<file path="config.mk">
export PLATFORM = sky130hd
export DESIGN_NAME = ldst_mem_arbiter
export DESIGN_NICKNAME = d
export VERILOG_FILES = /design/src/rtl/ldst_mem_arbiter.sv
export SDC_FILE = /design/constraint.sdc
export NUM_CORES = 1
export LEC_CHECK = 0
export ABC_CLOCK_PERIOD_IN_PS = 9600
export CAP_MARGIN = 25
export CORE_UTILIZATION = 25
export CTS_CLUSTER_DIAMETER = 100
export CTS_CLUSTER_SIZE = 30
export DETAILED_ROUTE_END_ITERATION = 12
export GPL_TIMING_DRIVEN = 0
export PLACE_DENSITY_LB_ADDON = 0.25
export SLEW_MARGIN = 25
export SYNTH_ARGS = -nofsm -noshare
export SYNTH_HDL_FRONTEND = slang
export SYNTH_SLANG_ARGS = --single-unit
</file>
<file path="constraint.sdc">
create_clock -name clk -period 9.6 [get_ports clk]
set_input_delay 1.92 -clock clk [delete_from_list [all_inputs] [get_ports clk]]
set_output_delay 1.92 -clock clk [all_outputs]
set_load 0.05 [all_outputs]
</file>
<file path="src/rtl/ldst_mem_arbiter.sv">
// Memory-stage scheduler: in-order store queue plus a single load slot sharing
// one data-memory port. Loads forward from aliasing queued stores, else win arbitration.
module ldst_mem_arbiter #(
  parameter int SQ_DEPTH = 4,
  parameter int ADDR_W   = 32,
  parameter int DATA_W   = 32
) (
  input  logic                      clk,
  input  logic                      reset,
  input  logic                      store_fifo_write_signal,
  input  logic                      load_fifo_write_signal,
  input  logic [ADDR_W-1:0]         addr_in,
  input  logic [DATA_W-1:0]         wdata_in,
  input  logic [4:0]                load_rd_in,
  output logic                      load_done,
  output logic [DATA_W-1:0]         load_data,
  output logic [4:0]                load_rd,
  output logic                      pipe_stall,
  output logic                      overflow,
  output logic [$clog2(SQ_DEPTH):0] sq_count,
  output logic                      mem_req,
  output logic                      mem_we,
  output logic [ADDR_W-1:0]         mem_addr,
  output logic [DATA_W-1:0]         mem_wdata,
  input  logic                      mem_ack,
  input  logic [DATA_W-1:0]         mem_rdata
);
  localparam int IW = $clog2(SQ_DEPTH);
  localparam int CW = IW + 1;

  localparam logic [1:0] IDLE    = 2'd0;
  localparam logic [1:0] LD_BUSY = 2'd1;
  localparam logic [1:0] ST_BUSY = 2'd2;

  logic [ADDR_W-1:0] sq_addr [SQ_DEPTH];
  logic [DATA_W-1:0] sq_data [SQ_DEPTH];
  // One extra pointer bit distinguishes full from empty.
  logic [CW-1:0]     head, tail, count;
  logic [1:0]        state;

  logic              ld_valid;
  logic [ADDR_W-1:0] ld_addr;
  logic [4:0]        ld_rd;

  logic              sq_full, enq, ld_take, drop;
  logic              fwd_hit;
  logic [DATA_W-1:0] fwd_data;
  logic [IW-1:0]     idx;

  assign count      = tail - head;
  assign sq_count   = count;
  assign sq_full    = (count == CW'(SQ_DEPTH));
  assign pipe_stall = sq_full | ld_valid;

  assign drop    = (store_fifo_write_signal & load_fifo_write_signal) |
                   (store_fifo_write_signal & sq_full) |
                   (load_fifo_write_signal & ld_valid);
  assign enq     = store_fifo_write_signal & ~load_fifo_write_signal & ~sq_full;
  assign ld_take = load_fifo_write_signal & ~store_fifo_write_signal & ~ld_valid;

  // Walk oldest to youngest so the last hit is the youngest aliasing store.
  // The in-flight head stays valid here until its ack dequeues it.
  always_comb begin
    fwd_hit  = 1'b0;
    fwd_data = '0;
    idx      = '0;
    for (int i = 0; i < SQ_DEPTH; i++) begin
      idx = head[IW-1:0] + IW'(i);
      if ((CW'(i) < count) && (sq_addr[idx] == addr_in)) begin
        fwd_hit  = 1'b1;
        fwd_data = sq_data[idx];
      end
    end
  end

  always_ff @(posedge clk) begin
    if (enq) begin
      sq_addr[tail[IW-1:0]] <= addr_in;
      sq_data[tail[IW-1:0]] <= wdata_in;
    end
  end

  always_ff @(posedge clk) begin
    if (reset) begin
      head      <= '0;
      tail      <= '0;
      state     <= IDLE;
      ld_valid  <= 1'b0;
      ld_addr   <= '0;
      ld_rd     <= '0;
      load_done <= 1'b0;
      load_data <= '0;
      load_rd   <= '0;
      overflow  <= 1'b0;
      mem_req   <= 1'b0;
      mem_we    <= 1'b0;
      mem_addr  <= '0;
      mem_wdata <= '0;
    end else begin
      load_done <= 1'b0;
      if (drop)
        overflow <= 1'b1;
      if (enq)
        tail <= tail + 1'b1;

      if (ld_take) begin
        if (fwd_hit) begin
          load_done <= 1'b1;
          load_data <= fwd_data;
          load_rd   <= load_rd_in;
        end else begin
          ld_valid <= 1'b1;
          ld_addr  <= addr_in;
          ld_rd    <= load_rd_in;
        end
      end

      // Requests launch only from IDLE, so every ack is followed by an idle cycle.
      case (state)
        IDLE: begin
          if (ld_valid) begin
            state     <= LD_BUSY;
            mem_req   <= 1'b1;
            mem_we    <= 1'b0;
            mem_addr  <= ld_addr;
            mem_wdata <= '0;
          end else if (count != '0) begin
            state     <= ST_BUSY;
            mem_req   <= 1'b1;
            mem_we    <= 1'b1;
            mem_addr  <= sq_addr[head[IW-1:0]];
            mem_wdata <= sq_data[head[IW-1:0]];
          end
        end
        LD_BUSY: begin
          if (mem_ack) begin
            state     <= IDLE;
            mem_req   <= 1'b0;
            load_done <= 1'b1;
            load_data <= mem_rdata;
            load_rd   <= ld_rd;
            ld_valid  <= 1'b0;
          end
        end
        ST_BUSY: begin
          if (mem_ack) begin
            state   <= IDLE;
            mem_req <= 1'b0;
            mem_we  <= 1'b0;
            head    <= head + 1'b1;
          end
        end
        default: begin
          state   <= IDLE;
          mem_req <= 1'b0;
          mem_we  <= 1'b0;
        end
      endcase
    end
  end
endmodule

</file>
==> impl_metrics.json <==
{
  "design.portCount": 215,
  "post-dp-hpwl_um": 64400,
  "worst_pin_slew_ps": 1020,
  "gr-usage-all-layers_pct": 18.1,
  "min_period_over_period_pct": 60.4,
  "grt_util_met3_pct": 2.92,
  "layout.filler_cells": 9019,
  "maxCapViolCount": 0,
  "met2_use_gr_pct": 29.8,
  "initial_utilization_pct": 25.3,
  "power_per_cell_area_mw_per_mm2": 215,
  "syn_area_mm2": 0.0229,
  "timing.setup.critical_path_class": "primary input to register",
  "synth-async-reset-ratio_pct": 0,
  "number_of_enable_type_register_cells_in_the_synthesized_netlist": 256,
  "avgSynthCellArea_um2": 13.7,
  "synth.distinct_cells": 61,
  "via_count_of_the_first_global_routing_pass": 16700,
  "critical_path.endpoint_type": "register",
  "cp_data_required_time_ps": 10140,
  "cts-buffers-inserted": 24,
  "worst_setup_slack_for_register_to_register_paths_ps": 3940,
  "post_cts.resized_instances": 0,
  "crit_start": "addr_in[13]",
  "worst_setup_hold_path_clk_slew_ps": 110,
  "post_synth_inst_count": 1675,
  "clock_sinks": 409,
  "reg2reg_from": "head[1]$_SDFFE_PP0P_",
  "unrepaired_setup_endpoints_after_global_routing": "no",
  "synth-main-ff-cell": "edfxtp_1",
  "grt_start_max_net_pins": 33,
  "max_slew_vio_count": 0,
  "cts-root-buf": "clkbuf_16",
  "drt_wl_total_um": 86100,
  "grt_remaining_overflow": 0,
  "detailroute.via_count": 16500,
  "design.core.area_mm2": 0.0903,
  "vias_per_cell": 5.30,
  "synth.yosys.seq_area_share_pct": 47.0,
  "synth_top_area_share_pct": 33.6,
  "dp.cells": 3075,
  "placementRows": 110,
  "routedWlPerCell_um": 27.6,
  "number_of_antenna_violations_at_the_first_check_in_global_routing": 12,
  "min-delay-path-class": "register to register",
  "cp-start-kind": "primary input",
  "clk_skew_ps": 32.4,
  "synth_nets": 1791,
  "syn_to_final_growth_pct": 21.0,
  "chipHeight_um": 305,
  "synth.top_cells.by_area": "edfxtp_1, mux4_2, dfxtp_1, mux2i_1, xnor2_1",
  "setup_crit_end": "load_data[25]$_SDFF_PP0_",
  "r2r_end": "load_data[25]$_SDFF_PP0_",
  "yosys_register_bits": 409,
  "maximum_clock_rate_mhz": 173,
  "synth.largest_area_cell": "edfxtp_1",
  "final_net_count": 2041,
  "report.final.hold_viol_count": 0,
  "grt_use_met1_pct": 24.3,
  "critPathMaxFanout": 10,
  "drive_gt1_share_pct": 18.8,
  "min_period_ps": 5790,
  "finalSetupTns_ps": 0,
  "post_cts_hold_buffer_count": 0,
  "global_route_wire_length_before_repair_um": 123000,
  "vdd_drop_max_mv": 0.129,
  "cts_setup_buffers": 0,
  "drt_pass1_iterations": 5,
  "worst-r2r-cell-count": 14,
  "clk_path_buf_depth": 3,
  "yosys_warnings": 0,
  "worst_slew_margin_rel_pct": 31.6,
  "grt_busiest_layer": "met2",
  "detail_route.drc_violations": 0,
  "power.leakage_nw": 8.49,
  "hold_path_startpoint": "ld_rd[1]$_SDFFE_PP0P_",
  "pre_cts_slack_ps": 3200,
  "status": "finished, final reports clean",
  "layout.cells.non_filler": 3121,
  "timing.final.ws_setup_ps": 3810,
  "die_w_um": 305,
  "cts_tree": "yes",
  "critical_path_arrival_ps": 6330,
  "h_tree_level_count": 1,
  "die_area_mm2": 0.0927,
  "place_congestion": 0.880,
  "setup-violations-final": 0,
  "final_util_pct": 30.7,
  "ant_nets": 0,
  "clock_latency_ps": 610,
  "io_buffers": 213,
  "drtIter0Drc": 1741
}
[metal layers]
layer | routed length, um | vias up | share of wire [%]
met3 | 5960 | 118 | 6.9
li1 | - | 7083 | -
met4 | 2490 | 16 | 2.9
met5 | 90 | - | 0.10
met1 | 36500 | 8576 | 42
met2 | 41100 | 739 | 48
[report_power, final]
group / internal, mW / switching (mW) / total [mW]
clock network: 0.593 / 0.737 / 1.33
logic: 0.965 / 1.52 / 2.49
registers: 2.02 / 0.113 / 2.14
[synthesized netlist by cell type (all sizes together), types with 19 or more instances]
cell type,instances
a211oi,42
a21oi,43
a22oi,35
and2,34
buf,61
clkbuf,100
dfxtp,153
edfxtp,256
inv,19
mux2i,146
mux4,238
nand2,75
nand3,45
nand4,21
nor2,131
o21ai,38
o311a,30
xnor2,108
[worst max-delay path: stages]
cell             delay, ps
clkdlybuf4s50_1        610
buf_1                  570
xnor2_1                320
nand4_1                160
nor3_1                 570
nand4_1                700
o2111ai_4              410
nand3_4                230
buf_2                  350
nand3_1                200
o311a_1                250
[per-stage QoR]
stage | instance area [um^2] | power (mW) | hold slack [ps]
2_1_floorplan | 22900 | 3.78 | 460
3_3_place_gp | 26500 | 4.65 | 471
3_5_place_dp | 26700 | 4.67 | 481
4_1_cts | 27700 | 5.99 | 490
5_1_grt | 27700 | 6.19 | 525
6_report | 27700 | 5.95 | 486
[layout by cell type, fill, tap and decap left out, drive strengths merged, types with 24 or more instances in the layout]
cell,n
clkdlybuf4s50,213
a22oi,35
o311a,30
nand3,45
clkbuf,130
nand2,75
nor2,131
o21ai,38
mux2i,146
a21oi,43
inv,24
edfxtp,256
mux4,238
buf,68
xnor2,108
dfxtp,153
a211oi,42
and2,34
[sequential cells by signal (all words and copies together), names as in the netlist, named ones only]
name       cells
ld_rd          5
sq_data      128
load_done      1
load_rd        5
state          2
overflow       1
ld_valid       1
load_data     32
mem_we         1
mem_addr      32
mem_wdata     32
ld_addr       32
tail           3
sq_addr      128
mem_req        1
head           3
[how the worst min path moves through the flow]
| stage | endpoint | cells past startpoint |
|---|---|---|
| floorplan | ld_addr[0]$_SDFFE_PP0P_ | 2 |
| global placement | ld_addr[17]$_SDFFE_PP0P_ | 2 |
| detailed placement | ld_addr[17]$_SDFFE_PP0P_ | 2 |
| CTS | load_rd[1]$_SDFF_PP0_ | 2 |
| global route | mem_addr[20]$_SDFFE_PP0P_ | 2 |
| finish | load_rd[1]$_SDFF_PP0_ | 2 |
[cell type report]
class | instances | area, um^2 | share of cell area (%)
Tap cell | 1176 | 1470 | 5.31
Antenna cell | 3 | 7.51 | 0.0271
Multi-Input combinational cell | 1085 | 11300 | 40.9
Sequential cell | 409 | 10800 | 38.8
Buffer | 161 | 762 | 2.75
Clock buffer | 26 | 639 | 2.31
Clock inverter | 17 | 327 | 1.18
Timing Repair Buffer | 224 | 2330 | 8.43
Inverter | 20 | 75.1 | 0.271
[logic make-up after synthesis]
logic type                 Yosys count  share of synthesized area, %
AOI/OAI and AO/OA                  222                          6.98
xor gates and xnor gates           123                          4.77
adders and majority gates           10                         0.580
buffers and inverters              181                          3.61
DFF                                409                          47.0
muxes                              391                          30.2
and+or+nand+nor                    339                          6.93
(Power assumes the default switching activity.)
==> RTL edit (config.mk and constraints unchanged) <==
`SQ_DEPTH`: 4 -> 8.
--- a/src/rtl/ldst_mem_arbiter.sv
+++ b/src/rtl/ldst_mem_arbiter.sv
@@ -3,3 +3,3 @@
 module ldst_mem_arbiter #(
-  parameter int SQ_DEPTH = 4,
+  parameter int SQ_DEPTH = 8,
   parameter int ADDR_W   = 32,
Interface: changed (resized sq_count); port bits go from 215 to 216. No check against the original RTL was run, so the function may have changed too.
==> RTL edit against the original RTL <==
- the run now ends with negative setup slack left
- wire length increased to 3.3 times the old value
- die area increased by 120%
- synthesized cell count increased by 130%
- setup slack got worse by 4000 ps
- sequential cell count increased by 259
- area after synthesis increased by 120%
- clock power increased by 62%
- power increased by 88%
- design area increased by 110%
- critical path type is now register to register
- largest cell class unchanged
- largest power group unchanged
==> RTL edit: results (changes against the original RTL) <==
* Final WS setup at -161 ps (was 3810 ps)
* Mapped Nets at 3944 (was 1791)
* Worst r2r path cells at 25 (was 14)
* Count of non-CTS buffers in the layout at 664 (was 385)
* Final setup violation count at 31 (was 0)
* Maximum number of pins on one net before global-route repair at 32 (was 33)
* Vias at 42600 (was 16500)
* Clock buf/inv share at 2.45% (was 3.49%)
* Mux share of post-synthesis cell area at 40.4% (was 30.2%)
* Number of buffers added by the clock tree synthesis step at 39 (was 24)
* Detailed Place HPWL at 213000 um (was 64400 um)
* Number of antenna violations at the first check in global routing at 37 (was 12)
* Final hold slack at 461 ps (was 486 ps)
* Num sequential at 668 (was 409)
* Gate Count Post-Synth at 3827 (was 1675)
* Fraction of the mapped netlist area in adder cells at 0.287% (was 0.580%)
* Power drawn by the sequential cells at 0.00346 W (was 0.00214 W)
* Number of instances resized during post-cts repair at 39 (was 0)
* Routed met1 length at 110000 um (was 36500 um)
* Via count of the first global-routing pass at 40400 (was 16700)
* Synthesized-area fraction occupied by xor and xnor cells at 4.98% (was 4.77%)
* Data arrival at the endpoint of the critical path at 10420 ps (was 6330 ps)
* Net count reported at finish at 4277 (was 2041)
* Hold Path Origin: mem_addr[11]$_SDFFE_PP0P_ (was ld_rd[1]$_SDFFE_PP0P_)
* Met3 track demand over resource in global routing at 7.32% (was 2.92%)
* Internal cell power at 0.00608 W (was 0.00358 W)
* Commonest cells in the netlist: 636 x mux4_2, 512 x edfxtp_1, 470 x mux2i_1 (was 256 x edfxtp_1, 238 x mux4_2, 153 x dfxtp_1)
* Final-layout non-clock buffer area share at 9.11% (was 11.2%)
* Share of the synthesized area in compound gates (AO/OA/AOI/OAI) at 6.32% (was 6.98%)
* Proportion of layout cells with a drive suffix above 1 at 26.6% (was 18.8%)
* Area growth, synth to finish at 17.2% (was 21.0%)
* Met2 wire length at 121000 um (was 41100 um)
* Vias per cell at 6.21 (was 5.30)
* Post-place instance area at 0.0574 mm^2 (was 0.0267 mm^2)
* Clock Buffer Count at 42 (was 26)
* Number of distinct standard cells referenced by the synthesized netlist at 77 (was 61)
* Final routed wirelength across all metal layers at 285000 um (was 86100 um)
* Worst vdd rail ir drop at 138 uV (was 129 uV)
* Worst setup slack after placement at -2200 ps (was 3200 ps)
* Count of routing violations after the opening detailed-route iteration at 6926 (was 1741)
* Path type of the worst setup path: register to register (was input pin to register)
* Wire length of the first global-routing pass at 377000 um (was 123000 um)
* Power consumed by combinational cells at 0.00561 W (was 0.00249 W)
* Clock latency on the worst-skew pair at 720 ps (was 610 ps)
* Length of routed met3 wiring at 32100 um (was 5960 um)
* CP endpoint: load_data[30]$_SDFF_PP0_ (was load_data[25]$_SDFF_PP0_)
* Violations in the final reports: negative setup slack
* Run status: finished, violations left (was complete, no violations)
* Cell types occupying the most area after synthesis: edfxtp_1 30%, mux4_2 28%, mux2i_1 9.3% (was edfxtp_1 34%, mux4_2 23%, dfxtp_1 13%)
* Non-Clock Inverter Count at 22 (was 20)
* Fill count at 20400 (was 9019)
* Leakage at 18.0 nW (was 8.49 nW)
* Portion of the post-synthesis area used by sequential elements at 36.6% (was 47.0%)
-- RTL edit: cell types whose count changed in the layout (fill, tap and decap cells not counted), moves of 36 or more --
cell and change:
xor2_1 +41, a221oi_1 +45, a21oi_1 +47, mux2i_1 +324
nand2_1 +159, xnor2_1 +111, buf_4 +46, edfxtp_1 +256
mux4_2 +398, nor3_1 +65, nor2b_1 +36, nor2_1 +156
mux2_2 +40, buf_2 +103
-- RTL edit: critical path, cell delays in order, from the launching register on --
cell and delay [ps]:
dfxtp_1 440, buf_2 260, clkbuf_4 360, buf_4 380
buf_4 410, clkinv_2 370, buf_4 480, ha_1 490
buf_4 270, buf_6 310, buf_6 290, buf_4 330
buf_4 410, buf_4 360, buf_4 390, mux4_2 380
xnor2_1 170, a21oi_1 550, a211oi_2 180, nand4_1 300
nor3_1 140, a21oi_2 710, clkbuf_1 640, nand3_1 150
a211oi_1 570, a221o_1 190
